[src/rtl/ex_mem_skid_stage.sv]
// EX/MEM pipeline stage: valid/ready handshake in front of a two-entry skid buffer
// (OUT + SKID). Control fields read zero whenever no valid entry is held.
module ex_mem_skid_stage #(
  parameter int WB_W   = 2,
  parameter int M_W    = 2,
  parameter int DATA_W = 32,
  parameter int REG_W  = 5
) (
  input  logic              clk_i,
  input  logic              rst_i,
  input  logic              flush_i,
  input  logic              in_valid_i,
  output logic              in_ready_o,
  input  logic [WB_W-1:0]   WB_i,
  input  logic [M_W-1:0]    M_i,
  input  logic [DATA_W-1:0] DMaddr_i,
  input  logic [DATA_W-1:0] DMdata_i,
  input  logic [REG_W-1:0]  RDaddr_i,
  output logic              out_valid_o,
  input  logic              out_ready_i,
  output logic [WB_W-1:0]   WB_o,
  output logic [M_W-1:0]    M_o,
  output logic [DATA_W-1:0] DMaddr_o,
  output logic [DATA_W-1:0] DMdata_o,
  output logic [REG_W-1:0]  RDaddr_o,
  output logic [1:0]        count_o
);

  // Handshake: an entry moves when valid & ready are both high at a rising edge.
  // in_ready_o depends only on registered state, never on out_ready_i.

  localparam int PW      = WB_W + M_W + 2 * DATA_W + REG_W;
  localparam int RD_LSB  = 0;
  localparam int DAT_LSB = REG_W;
  localparam int ADR_LSB = REG_W + DATA_W;
  localparam int M_LSB   = REG_W + 2 * DATA_W;
  localparam int WB_LSB  = REG_W + 2 * DATA_W + M_W;

  typedef enum logic [1:0] {
    EMPTY = 2'd0,
    ONE   = 2'd1,
    FULL  = 2'd2
  } state_e;

  state_e        state_q, state_d;
  logic [PW-1:0] out_q, out_d;
  logic [PW-1:0] skid_q, skid_d;
  logic [PW-1:0] in_pack;
  logic          out_valid;
  logic          skid_valid;
  logic          accept;
  logic          consume;

  assign in_pack    = {WB_i, M_i, DMaddr_i, DMdata_i, RDaddr_i};
  assign out_valid  = (state_q != EMPTY);
  assign skid_valid = (state_q == FULL);
  assign accept     = in_valid_i & ~skid_valid;
  assign consume    = out_valid & out_ready_i;

  always_comb begin
    state_d = state_q;
    out_d   = out_q;
    skid_d  = skid_q;
    if (flush_i) begin
      // Flush drops both held entries and anything presented this cycle.
      state_d = EMPTY;
    end else begin
      case (state_q)
        EMPTY: begin
          if (accept) begin
            state_d = ONE;
            out_d   = in_pack;
          end
        end
        ONE: begin
          if (accept && consume) begin
            out_d = in_pack;
          end else if (accept) begin
            state_d = FULL;
            skid_d  = in_pack;
          end else if (consume) begin
            state_d = EMPTY;
          end
        end
        FULL: begin
          // SKID is always older than any new input, so it moves first.
          if (consume) begin
            state_d = ONE;
            out_d   = skid_q;
          end
        end
        default: state_d = EMPTY;
      endcase
    end
  end

  always_ff @(posedge clk_i) begin
    if (rst_i) begin
      state_q <= EMPTY;
      out_q   <= '0;
      skid_q  <= '0;
    end else begin
      state_q <= state_d;
      out_q   <= out_d;
      skid_q  <= skid_d;
    end
  end

  assign in_ready_o  = ~skid_valid;
  assign out_valid_o = out_valid;
  assign count_o     = {1'b0, out_valid} + {1'b0, skid_valid};

  // Bubble: WB/M forced to zero so downstream sees a nop.
  assign WB_o     = out_valid ? out_q[WB_LSB +: WB_W] : '0;
  assign M_o      = out_valid ? out_q[M_LSB +: M_W] : '0;
  assign DMaddr_o = out_q[ADR_LSB +: DATA_W];
  assign DMdata_o = out_q[DAT_LSB +: DATA_W];
  assign RDaddr_o = out_q[RD_LSB +: REG_W];

endmodule

[config.mk]
export PLATFORM = sky130hd
export DESIGN_NAME = ex_mem_skid_stage
export DESIGN_NICKNAME = d
export VERILOG_FILES = /design/src/rtl/ex_mem_skid_stage.sv
export SDC_FILE = /design/constraint.sdc
export NUM_CORES = 1
export LEC_CHECK = 0
export CAP_MARGIN = 30
export CORE_MARGIN = 2
export CORE_UTILIZATION = 35
export DETAILED_ROUTE_END_ITERATION = 7
export GPL_ROUTABILITY_DRIVEN = 1
export PLACE_DENSITY = 0.58
export SLEW_MARGIN = 0
export SYNTH_ARGS = -nofsm -noshare
export SYNTH_HDL_FRONTEND = slang
export SYNTH_SLANG_ARGS = --single-unit
[constraint.sdc]
create_clock -name clk_i -period 2.3 [get_ports clk_i]
set_clock_uncertainty 0.1 [all_clocks]
set_input_delay 0.23 -clock clk_i [delete_from_list [all_inputs] [get_ports clk_i]]
set_output_delay 0.23 -clock clk_i [all_outputs]
set_load 0.03 [all_outputs]
==> results.cfg, run 1 <==
[sta]
rsz0062_at_grt = false
tightest_slew_ns = 0.568
slew_viol_final = 0
finalSetupViolations = 0
fmax_mhz = 489
finalCritPeriodShare_pct = 89.0
finalSetupTns_ns = 0
finalHoldViolations = 0
slew_headroom_pct = 62.1
fin_crit_ns = 2.05

[status]
outcome = finished clean

[detailed_routing]
drt_iter0_drc = 390
wl_per_cell_um = 14.9
drc = 0
viasPerCell = 4.96
drt-total-wl_mm = 17.2
ant_nets = 0
dr.pass1.iters = 5
vias = 5728

[power_and_ir_drop]
ir_worst_vdd_mv = 0.489
p_leak_nw = 3.58
pwr_density_cell_nw_per_um2 = 698

[critical_path]
cp_data_arrival_time_ns = 1.72
crit_type = flop to output pin
start_kind = flop
regToRegSetupSlack_ns = 0.53
r2r_end = skid_q[5]
r2r-start = state_q[1]
worst-path-max-fanout = 14
end_kind = output pin
reg2reg_depth = 5
cp.required_ns = 1.97
startpoint = state_q[0]

[clock_network]
clock_path_buffers = 2
cts_setup_buffers = 0
clkSlewWorstSetupHoldPaths_ns = 0.06
clock_latency_ns = 0.42
numCtsBuffers = 17
cts_root_buffer = clkbuf_16
htree_levels = 4
cts.sink_count = 148
cts_tree = built

[synthesis]
postSynthAreaPerCell_um2 = 8.54
synth-seq-area-share_pct = 41.7
synth_common_cells = 148 x dfxtp_1, 146 x nand2_1, 78 x nor2b_1
yosysWarnings = 0
ys.flop_type = dfxtp_1
synthesis.area_um2 = 7110
synth.distinct_cells = 26
syn-instance-count = 833
ys_seq_elements = 148
synth_edf_count = 0
synth_top_area_share_pct = 41.7
async_reset_ff_share_pct = 0
synth_area_leaders = dfxtp_1 42%, mux2i_1 10%, o41ai_1 9.0%
synth_area_leader_cell = dfxtp_1
synth.most_common_cell = dfxtp_1
synth_nets = 912

[worst_hold_path]
hp-class = input pin to flop
hp-start = rst_i
hold_path_depth = 2
min_to = skid_q[63]

[global_routing]
busiest_layer = met2
grt_use_met3_pct = 4.84
grt_pass1_vias = 5174
grt_use_total_pct = 16.1
overflow = 0
grt_max_degree = 145
grtUsageMet1_pct = 23.1
antenna_found_initial = 0
grt_pass1_wl_mm = 27.9
use_met2_pct = 23.3

[final_layout]
n_antenna_cell = 0
nNetsFinal = 951
ff_latch_area_um2 = 2960
drive_above_1_share_pct = 6.10
area_growth_pct = 26.1
multiInputGateArea_um2 = 3280
design_area_um2 = 8970
nFillCells = 1972

[die]
rows = 52
die_x_um = 147
dieHeight_um = 147
initial_core_util_pct = 35.4
die_area_um2 = 21500
ios = 155
core-area_um2 = 20100

[place]
gp_congestion = 0.683
dp_hpwl_mm = 10.2
io_buffer_count = 154
placed_area_um2 = 8360

[job]
maxCapViolations = 0
-- report_power, final --
part	leakage (nW)	internal [mW]	switching [mW]
clock network	0.285	1.69	1.10
registers	1.20	2.64	0.0388
logic	2.09	0.356	0.432
-- cell families after synthesis --
group	share of synthesized area [%]
simple gates	15.3
buf+inv	12.7
flops	41.7
fa+ha+maj	0.176
compound gates	19.7
xor+xnor	0.123
mux	10.3
-- sequential cells by signal (all words and copies together) (netlist names) --
name,flops
skid_q,73
state_q,2
out_q,73
-- worst max-delay path by stage --
stage	endpoint	depth (start not counted)
6_report	count_o[0]	4
5_1_grt	count_o[0]	4
4_1_cts	count_o[1]	3
3_5_place_dp	out_q[29]	6
3_3_place_gp	out_q[28]	6
2_1_floorplan	count_o[0]	6
-- cell type report --
| type | count | area share, % |
|---|---|---|
| clock inverter | 11 | 1.42 |
| tap | 270 | 3.77 |
| timing repair buffer | 170 | 19.9 |
| multi-input combinational | 531 | 36.5 |
| clock buffer | 21 | 5.24 |
| inverter | 4 | 0.167 |
| sequential | 148 | 33.0 |
-- metal layers --
metal  vias up  routed length (um)
met3        16                 981
met2       135                7340
met5         -                   0
met1      2662                8720
met4         0                 185
li1       2915                   -
-- layout by cell type (no fill, tap or decap), types with 3 or more instances in the layout --
cell type,netlist,routed
a21oi_1,75,75
buf_12,0,10
buf_4,69,8
clkbuf_16,0,17
clkbuf_8,0,3
clkdlybuf4s50_1,0,144
clkinv_4,0,4
clkinvlp_4,0,3
dfxtp_1,148,148
dlygate4sd2_1,0,4
inv_1,4,4
mux2i_1,73,73
nand2_1,146,146
nor2b_1,78,78
o21ai_0,73,73
o41ai_1,73,73
-- timing repair --
action	4_1_cts	5_1_grt
endpoints found under the setup margin	4	2
hold buffers	1	0
hold endpoints to repair	3	0
resized for setup	4	2
-- critical path: stages (launching register included) --
cell and delay, ns:
dfxtp_1 0.43, nand2b_4 0.33, ha_1 0.29, inv_1 0.11, buf_12 0.13
-- stage by stage --
step	total power [mW]	hold WS (ns)	setup WS (ns)	std cells	utilization, %
CTS	6.34	0.113	0.00507	1155	44.6
detailed placement	3.53	0.346	0.219	1122	41.6
global placement	3.53	0.340	0.265	1122	41.6
global route	6.51	0.143	0.135	1155	44.6
finish	6.26	0.122	0.254	1155	44.6
floorplan	3.23	0.266	0.575	833	-
No activity file was read; power rests on OpenSTA's default activity.
==> run 2, diff against run 1 <==
Settings changed: CTS_CLUSTER_SIZE set to 25, GPL_ROUTABILITY_DRIVEN 1 to 0.
==> results of run 2 <==
Final layout, timing and power as in run 1 (identical DEF).
